<file path="src/rtl/if_fetch_queue.sv">
// if_fetch_queue: fetch PC, credit-limited ROM requests and instruction FIFO to ID.
// Define FETCH_PERF_CNT_EN to add the perf_stall_cnt / perf_flush_cnt counters.
module if_fetch_queue #(
   parameter logic [31:0] RESET_PC = 32'h0000_0000,
   parameter int          DEPTH    = 4
) (
   input  logic        cpu_clk,
   input  logic        cpu_rst_n,
   output logic        irom_req,
   output logic [31:0] irom_addr,
   input  logic        irom_gnt,
   input  logic        irom_rvalid,
   input  logic [31:0] irom_rdata,
   output logic        id_valid,
   input  logic        id_ready,
   output logic [31:0] id_inst,
   output logic [31:0] id_pc,
   output logic [31:0] id_pc4,
   input  logic        redirect_valid,
   input  logic [31:0] redirect_pc
`ifdef FETCH_PERF_CNT_EN
   ,
   output logic [31:0] perf_stall_cnt,
   output logic [31:0] perf_flush_cnt
`endif
);

   localparam int AW = $clog2(DEPTH);
   localparam int CW = AW + 1;
   localparam logic [CW:0] LIMIT = (CW+1)'(DEPTH);

   logic [31:0]   fetch_pc;
   logic [31:0]   resp_pc;
   logic [CW-1:0] count;
   logic [CW-1:0] outstanding;
   logic [CW-1:0] discard;
   logic [CW-1:0] discard_nxt;
   logic [AW-1:0] wr_ptr;
   logic [AW-1:0] rd_ptr;
   logic [31:0]   mem_inst [DEPTH];
   logic [31:0]   mem_pc   [DEPTH];
   logic          grant;
   logic          resp;
   logic          drop;
   logic          push;
   logic          pop;
   logic [31:0]   redir_pc;

   // queued + in-flight never exceeds DEPTH, so a push always finds room
   assign irom_req  = cpu_rst_n && !redirect_valid &&
                      (({1'b0, count} + {1'b0, outstanding}) < LIMIT);
   assign irom_addr = fetch_pc;
   assign grant     = irom_req && irom_gnt;
   assign resp      = irom_rvalid && (outstanding != '0);
   assign drop      = resp && (discard != '0);
   assign push      = resp && !drop && !redirect_valid;
   assign id_valid  = (count != '0);
   assign pop       = id_valid && id_ready;
   assign redir_pc  = {redirect_pc[31:2], 2'b00};

   // everything still in flight after this edge belongs to the killed stream
   assign discard_nxt = outstanding - CW'(resp);

   always_ff @(posedge cpu_clk or negedge cpu_rst_n) begin
      if (!cpu_rst_n) begin
         fetch_pc    <= RESET_PC;
         resp_pc     <= RESET_PC;
         count       <= '0;
         outstanding <= '0;
         discard     <= '0;
         wr_ptr      <= '0;
         rd_ptr      <= '0;
      end else if (redirect_valid) begin
         fetch_pc    <= redir_pc;
         resp_pc     <= redir_pc;
         count       <= '0;
         outstanding <= discard_nxt;
         discard     <= discard_nxt;
         wr_ptr      <= '0;
         rd_ptr      <= '0;
      end else begin
         if (grant) fetch_pc <= fetch_pc + 32'd4;
         if (push) resp_pc <= resp_pc + 32'd4;
         if (drop) discard <= discard - CW'(1);
         if (push) wr_ptr <= wr_ptr + AW'(1);
         if (pop) rd_ptr <= rd_ptr + AW'(1);
         outstanding <= outstanding + CW'(grant) - CW'(resp);
         count       <= count + CW'(push) - CW'(pop);
      end
   end

   always_ff @(posedge cpu_clk) begin
      if (push) begin
         mem_inst[wr_ptr] <= irom_rdata;
         mem_pc[wr_ptr]   <= resp_pc;
      end
   end

   assign id_inst = id_valid ? mem_inst[rd_ptr] : '0;
   assign id_pc   = id_valid ? mem_pc[rd_ptr] : '0;
   assign id_pc4  = id_pc + 32'd4;

`ifdef FETCH_PERF_CNT_EN
   logic [32:0] flush_sum;

   assign flush_sum = {1'b0, perf_flush_cnt} + 33'(count) + 33'(discard_nxt);

   always_ff @(posedge cpu_clk or negedge cpu_rst_n) begin
      if (!cpu_rst_n) begin
         perf_stall_cnt <= '0;
         perf_flush_cnt <= '0;
      end else begin
         if (id_valid && !id_ready)
            perf_stall_cnt <= perf_stall_cnt + 32'd1;
         if (redirect_valid)
            perf_flush_cnt <= flush_sum[32] ? '1 : flush_sum[31:0];
      end
   end
`endif

endmodule

</file>
<file path="config.mk">
export PLATFORM = sky130hd
export DESIGN_NAME = if_fetch_queue
export DESIGN_NICKNAME = d
export VERILOG_FILES = /design/src/rtl/if_fetch_queue.sv
export SDC_FILE = /design/constraint.sdc
export NUM_CORES = 1
export LEC_CHECK = 0
export ABC_CLOCK_PERIOD_IN_PS = 3900
export BUFFER_PORTS_ARGS = -buffer_cell sky130_fd_sc_hd__buf_2
export CAP_MARGIN = 20
export CELL_PAD_IN_SITES_DETAIL_PLACEMENT = 0
export CELL_PAD_IN_SITES_GLOBAL_PLACEMENT = 1
export CORE_MARGIN = 5
export CORE_UTILIZATION = 47
export DETAILED_ROUTE_END_ITERATION = 16
export PLACE_DENSITY = 0.82
export SLEW_MARGIN = 10
export SYNTH_ARGS = -nofsm -noshare
export SYNTH_HDL_FRONTEND = slang
export SYNTH_SLANG_ARGS = --single-unit
</file>
<file path="constraint.sdc">
create_clock -name cpu_clk -period 3.9 [get_ports cpu_clk]
set_input_delay 0.585 -clock cpu_clk [delete_from_list [all_inputs] [get_ports cpu_clk]]
set_output_delay 0.585 -clock cpu_clk [all_outputs]
set_load 0.1 [all_outputs]
</file>
* After elaboration in Yosys (flattened, before gate mapping)
Memory sizes are Yosys's and may differ from the RTL's.
Index checks and enable logic that the tools add are counted.
** Operators by class
- $lt $le $gt $ge :: 1
- Muxes and demuxes :: 16
- Add/subtract/negate cells :: 12
- Reductions and logical operators :: 17
** Operators with widths (count)
- 32-bit 2-to-1 mux :: 6
- 32-bit by 3-bit adder with 32-bit output (second input constant) :: 3
- 3-bit 2-to-1 mux :: 4
- 3-bit nonzero test :: 3
- 3-bit by 1-bit subtractor with 3-bit output :: 3
- 1-bit logical AND :: 8
- 2-bit 2-to-1 mux :: 4
- 2-bit nonzero test :: 4
- 3-bit by 1-bit adder with 3-bit output :: 2
- 2-bit by 1-bit adder with 2-bit output (second input constant) :: 2
- 3-bit by 3-bit adder with 4-bit output :: 1
- 4-bit by 3-bit less-than comparator with 1-bit output (second input constant) :: 1
- 3-bit by 1-bit subtractor with 3-bit output (second input constant) :: 1
- 1-bit zero test :: 2
- 1-bit 2-to-1 mux :: 2
** Storage, ports and cells
- Memories :: 2
- RAM bits :: 256
- Input port bits :: 70
- Word-level logic and storage cells :: 55
- Output and inout port bits :: 130
- Register bits after elaboration :: 77
** Memories
- mem_inst :: words 4, bits a word 32, rd ports 1, clocked after Yosys merged registers in 0, wr ports 1, line 40 : logic [31:0] mem_inst [DEPTH];
- mem_pc :: words 4, bits a word 32, rd ports 1, clocked after Yosys merged registers in 0, wr ports 1, line 41 : logic [31:0] mem_pc [DEPTH];

* Logic depth before layout (Yosys ltp)
- Word-level depth :: 9
- Gate-level depth with buffers :: 13

* Least setup slack after synthesis
Ideal clock, no wire load.
- Path kind :: flip-flop to output port
- Start :: reg rd_ptr[0]
- End :: out id_pc4[30]
- Data arrival time :: 5.463 ns
- Stages on the path, launching flop included :: 13
- Slack :: -2.148 ns
- Required time :: 3.315 ns
- Path through :: dfrtp_1 -> buf_6 -> buf_12 -> mux4_1 -> nand2_1 -> inv_1 -> ha_1 -> nand4_1 -> or4b_1 -> buf_2 -> nor3_4 -> nand4_1 -> xnor2_1
** Between the ends
- Cells in the longest elaborated chain, start to end :: 3
** RTL lines
- from (decl) :: line 39 : logic [AW-1:0] rd_ptr;
- from (signal assigned) :: line 86 : if (pop) rd_ptr <= rd_ptr + AW'(1);
- memory read 4 x 32 bit
- 32-bit 2-to-1 mux :: line 100 : assign id_pc = id_valid ? mem_pc[rd_ptr] : '0;
- via id_pc[2] :: line 17 : output logic [31:0] id_pc,
- 32-bit by 3-bit adder with 32-bit output :: line 101 : assign id_pc4 = id_pc + 32'd4;
- to (decl) :: line 18 : output logic [31:0] id_pc4,
The timed path passes the listed nets, and every way through them passes these cells.

* Worst setup path in the final report
- Start :: reg rd_ptr[0]
- End :: out id_pc4[28]
** Between the ends
- Cells in the longest elaborated chain, start to end :: 3
** RTL lines (line)
- memory read 4 x 32 bit
- 32-bit 2-to-1 mux :: 100
- 32-bit by 3-bit adder with 32-bit output :: 101
No other way between the ends.

==> results by group <==
Timing
  – Headroom to the max-slew limit: about 40%
  – Setup Viol. Count Final: 0
  – Clock skew: 0.0261 ns
  – Worst hold margin: roughly 0.10 ns
  – Period minus WS final: between 3 and 4 ns
  – Final slew viol count: 0
  – Fraction of the cycle the final worst path needs: 99.2%
  – Maximum clock frequency: ~260 MHz
  – Slew at the pin with the worst max-slew slack: 0.888 ns
  – Sum Neg Setup Slack: 0 ns
  – Final Hold Violating Endpoints: 0
  – RSZ-0062 raised after global routing: true

Clocking
  – Clock-pin slew of the registers on the worst-case setup and hold paths: 0.06 ns
  – Clock latency on the worst-skew pair: just over 0.5 ns
  – Post-CTS Hold Buffers: 0
  – Clock tree from TritonCTS: yes
  – Clock Root Buffer: sky130_fd_sc_hd__clkbuf_16
  – Number of buffers added by the clock tree synthesis step: 35
  – Clk buf depth: 3
  – Clock Sinks: ~320
  – # H-tree levels: 2

Critical path
  – CP arrival: 3.28 ns
  – Slowest stage cell on the critical path: sky130_fd_sc_hd__or4b_4
  – CP endpoint kind: primary output
  – Cells along the critical path: mux4_2 -> nand2_8 -> clkinvlp_4 -> ha_4 -> nand4_1 -> or4b_4 -> buf_6 -> nor2_4 -> nand4_1 -> xnor2_4 -> buf_12
  – Critical Path Source Type: flip-flop
  – Worst reg2reg setup slack: 1.00 ns
  – Family of cells with the greatest summed delay on the critical path: simple AND/OR/NAND/NOR gates
  – Reg2reg end: outstanding[2]
  – Max incr delay on CP: 0.55 ns
  – Buffering stage count on the worst path with inverters included: 3
  – Kind of critical path: reg2out
  – Depth of the worst register-to-register path: 11
  – Launching point of the worst reg2reg path: outstanding[2]
  – Required time of the critical path: 3.31 ns
  – Critical path fanouts, max: 6
  – Most Frequent Cell on Critical Path: sky130_fd_sc_hd__nand4_1

Cells and area
  – Number of inserted diodes: 0
  – Number of nets in the layout: about 1300
  – Filler instances: roughly 2400
  – Layout cell share with drive strength beyond 1: a little under a third
  – Area growth from synthesis to final layout: 23.2%
  – Total area of sequential cells: around 9300 µm²
  – Most common library cell in the layout ignoring fill and taps: sky130_fd_sc_hd__edfxtp_1
  – Design area: 17700 µm²
  – Most frequent cells in the layout: sky130_fd_sc_hd__edfxtp_1 (248), sky130_fd_sc_hd__buf_2 (167), sky130_fd_sc_hd__dfrtp_1 (71)
  – Multi-input gate area: roughly 5000 µm²
  – Core Util, Final: around three fifths

Synthesis
  – Syn_area_per_cell: roughly 15 µm²
  – Synth area leaders: sky130_fd_sc_hd__edfxtp_1 (52%), sky130_fd_sc_hd__dfrtp_1 (13%), sky130_fd_sc_hd__mux4_2 (6.3%), sky130_fd_sc_hd__mux4_1 (4.2%), sky130_fd_sc_hd__and2_1 (2.8%)
  – Register area share after synthesis: between 60% and 70%
  – Most frequently used flop master after synthesis: sky130_fd_sc_hd__edfxtp_1
  – Post-synth ARST share: a little under a quarter
  – Warning count from the yosys run: 0
  – Post-synthesis cell area: 14300 µm²
  – Register bit total from synthesis: between 300 and 400
  – Number of flops mapped to enable cells by yosys: 248
  – Number of unique standard cell types used by synthesis: 53
  – Post-Syn Instances: between 900 and 1000
  – Yosys top cell area share: approximately half
  – Largest area contributor in the netlist: sky130_fd_sc_hd__edfxtp_1

Placement
  – GP Congestion: 0.851
  – IO buf count: 191
  – HPWL after DPL: 21800 µm
  – Post-detailed-placement cell area: between 15000 and 20000 µm²

Floorplanning
  – Height of the die: around 180 µm
  – Core outline area: between 30000 and 40000 µm²
  – Total Die Area: about 34000 µm²
  – I/O pin total: 200
  – Cell row count: between 60 and 70
  – Starting density of the core: between 40% and 50%
  – Die outline width: about 180 µm

Drt
  – Post-route DRC violation count: 0
  – Number of detailed-routing iterations run before antenna repair: 5
  – Sum of routed wire length over all layers: 32200 µm
  – Vias per inst: between 5 and 6
  – First DRT Iteration DRCs: 547
  – Routed vias: around 8900
  – Antenna Violating Nets Remaining: 0
  – Routed len/inst: 20.1 µm

Hold path
  – Worst hold path type: in2async

Power and ir drop
  – Part of the total power dissipated in the clock network: a little over a fifth
  – Int Pwr: 7610 µW
  – Sequential power share: 28.6%
  – Part of the total power dissipated in combinational logic: approximately half
  – Leakage dissipation: roughly 0.0066 µW
  – Switching power as a share of total power: between 40% and 50%
  – Power Density: between 800 and 900 nW/µm²
  – Worst vdd ir: between 0.3 and 0.4 mV
  – Net switching power: between 6000 and 7000 µW

Global route
  – Via count of the first global-routing pass: 8946
  – Antenna violations before repair: 0
  – Total GRT Usage: a little under a fifth
  – First-pass GRT wire length: between 50000 and 60000 µm
  – Largest net degree at the start of global routing: 63
  – GR Overflow Total: 0

Job
  – Max-cap violations: 0

Outcome
  – Outcome: complete, no violations
## worst max path at each step
stage               from  depth (start not counted)         end  slack, ns
3_3_place_gp   rd_ptr[1]                          6  id_pc4[29]       0.31
6_report       rd_ptr[0]                         11  id_pc4[28]       0.03
4_1_cts        rd_ptr[0]                         11  id_pc4[28]      -0.09
3_5_place_dp   rd_ptr[0]                         10  id_pc4[28]       0.30
2_1_floorplan  rd_ptr[0]                         12  id_pc4[30]      -0.45
5_1_grt        rd_ptr[0]                         11  id_pc4[28]      -0.11
## power groups by stage
stage / Combinational [µW] / Sequential, µW / Clock, µW
floorplan: 5500 / 4470 / 0
global placement: 7190 / 4210 / 0
detailed placement: 7230 / 4220 / 0
CTS: 7300 / 4140 / 3200
global route: 7580 / 4180 / 3330
finish: 7260 / 4150 / 3100
## synthesized netlist by cell type, types with 4 or more instances
cell type	instances
sky130_fd_sc_hd__nand4_1	26
sky130_fd_sc_hd__and2_1	65
sky130_fd_sc_hd__nor2_1	44
sky130_fd_sc_hd__mux2_2	6
sky130_fd_sc_hd__nor3_1	11
sky130_fd_sc_hd__buf_4	7
sky130_fd_sc_hd__clkbuf_1	25
sky130_fd_sc_hd__mux4_1	23
sky130_fd_sc_hd__edfxtp_1	248
sky130_fd_sc_hd__o311ai_0	10
sky130_fd_sc_hd__o21ai_0	43
sky130_fd_sc_hd__dfrtp_1	73
sky130_fd_sc_hd__xnor2_1	46
sky130_fd_sc_hd__a21oi_1	21
sky130_fd_sc_hd__a31oi_1	4
sky130_fd_sc_hd__and4_1	7
sky130_fd_sc_hd__and3_1	17
sky130_fd_sc_hd__inv_1	32
sky130_fd_sc_hd__nand2_1	69
sky130_fd_sc_hd__mux4_2	40
sky130_fd_sc_hd__buf_2	8
sky130_fd_sc_hd__nand3_1	35
sky130_fd_sc_hd__o211ai_1	10
sky130_fd_sc_hd__ha_1	17
sky130_fd_sc_hd__xor2_1	28
## registers in the layout, summed over array words and instances (netlist names)
register     count
resp_pc         30
mem_inst       128
discard          3
rd_ptr           2
irom_addr       30
wr_ptr           2
outstanding      3
mem_pc         120
count            3
## routing by layer
metal,vias up,share of wire (%),global-route usage (%)
li1,4068,-,-
met1,4416,45,27.7
met2,338,46,29.5
met3,39,7.6,3.83
met4,0,1.8,4.61
met5,-,0,0
## cells by family (layout without fill, tap and decap cells)
group | Yosys count | count (layout) | share of synthesized area [%]
flip-flops | 321 | 321 | 64.7
AND/OR/NAND/NOR | 294 | 294 | 10.9
AO/OA/AOI/OAI | 96 | 96 | 4.02
buffers and inverters | 81 | 323 | 2.83
XOR/XNOR | 74 | 74 | 4.52
multiplexers | 72 | 72 | 11.2
adder cells (fa/ha/maj) | 19 | 19 | 1.76
other | 1 | 6 | 0.0262
## per-stage QoR
step / worst slack (ns) / power (µW) / cells
6_report: 0.0322 / 14500 / 1601
5_1_grt: -0.105 / 15100 / 1601
4_1_cts: -0.0927 / 14600 / 1600
3_5_place_dp: 0.300 / 11500 / 1531
3_3_place_gp: 0.310 / 11400 / 1531
2_1_floorplan: -0.452 / 9970 / 963
## final cells by class
class / instances / share of cell area, %
clock inverters: 19 / 0.978
multi-input cells: 561 / 28.4
well taps: 396 / 2.81
flip-flops and latches: 321 / 52.6
inverters: 33 / 0.723
repair buffers: 230 / 9.44
clock buffers: 41 / 5.09
## timing repair
item,in CTS,in global routing
pin swaps,9,4
buffers inserted,10,1
resized for setup,10,4
setup endpoints to repair,18,14
Power figures use the tool's default switching activity.
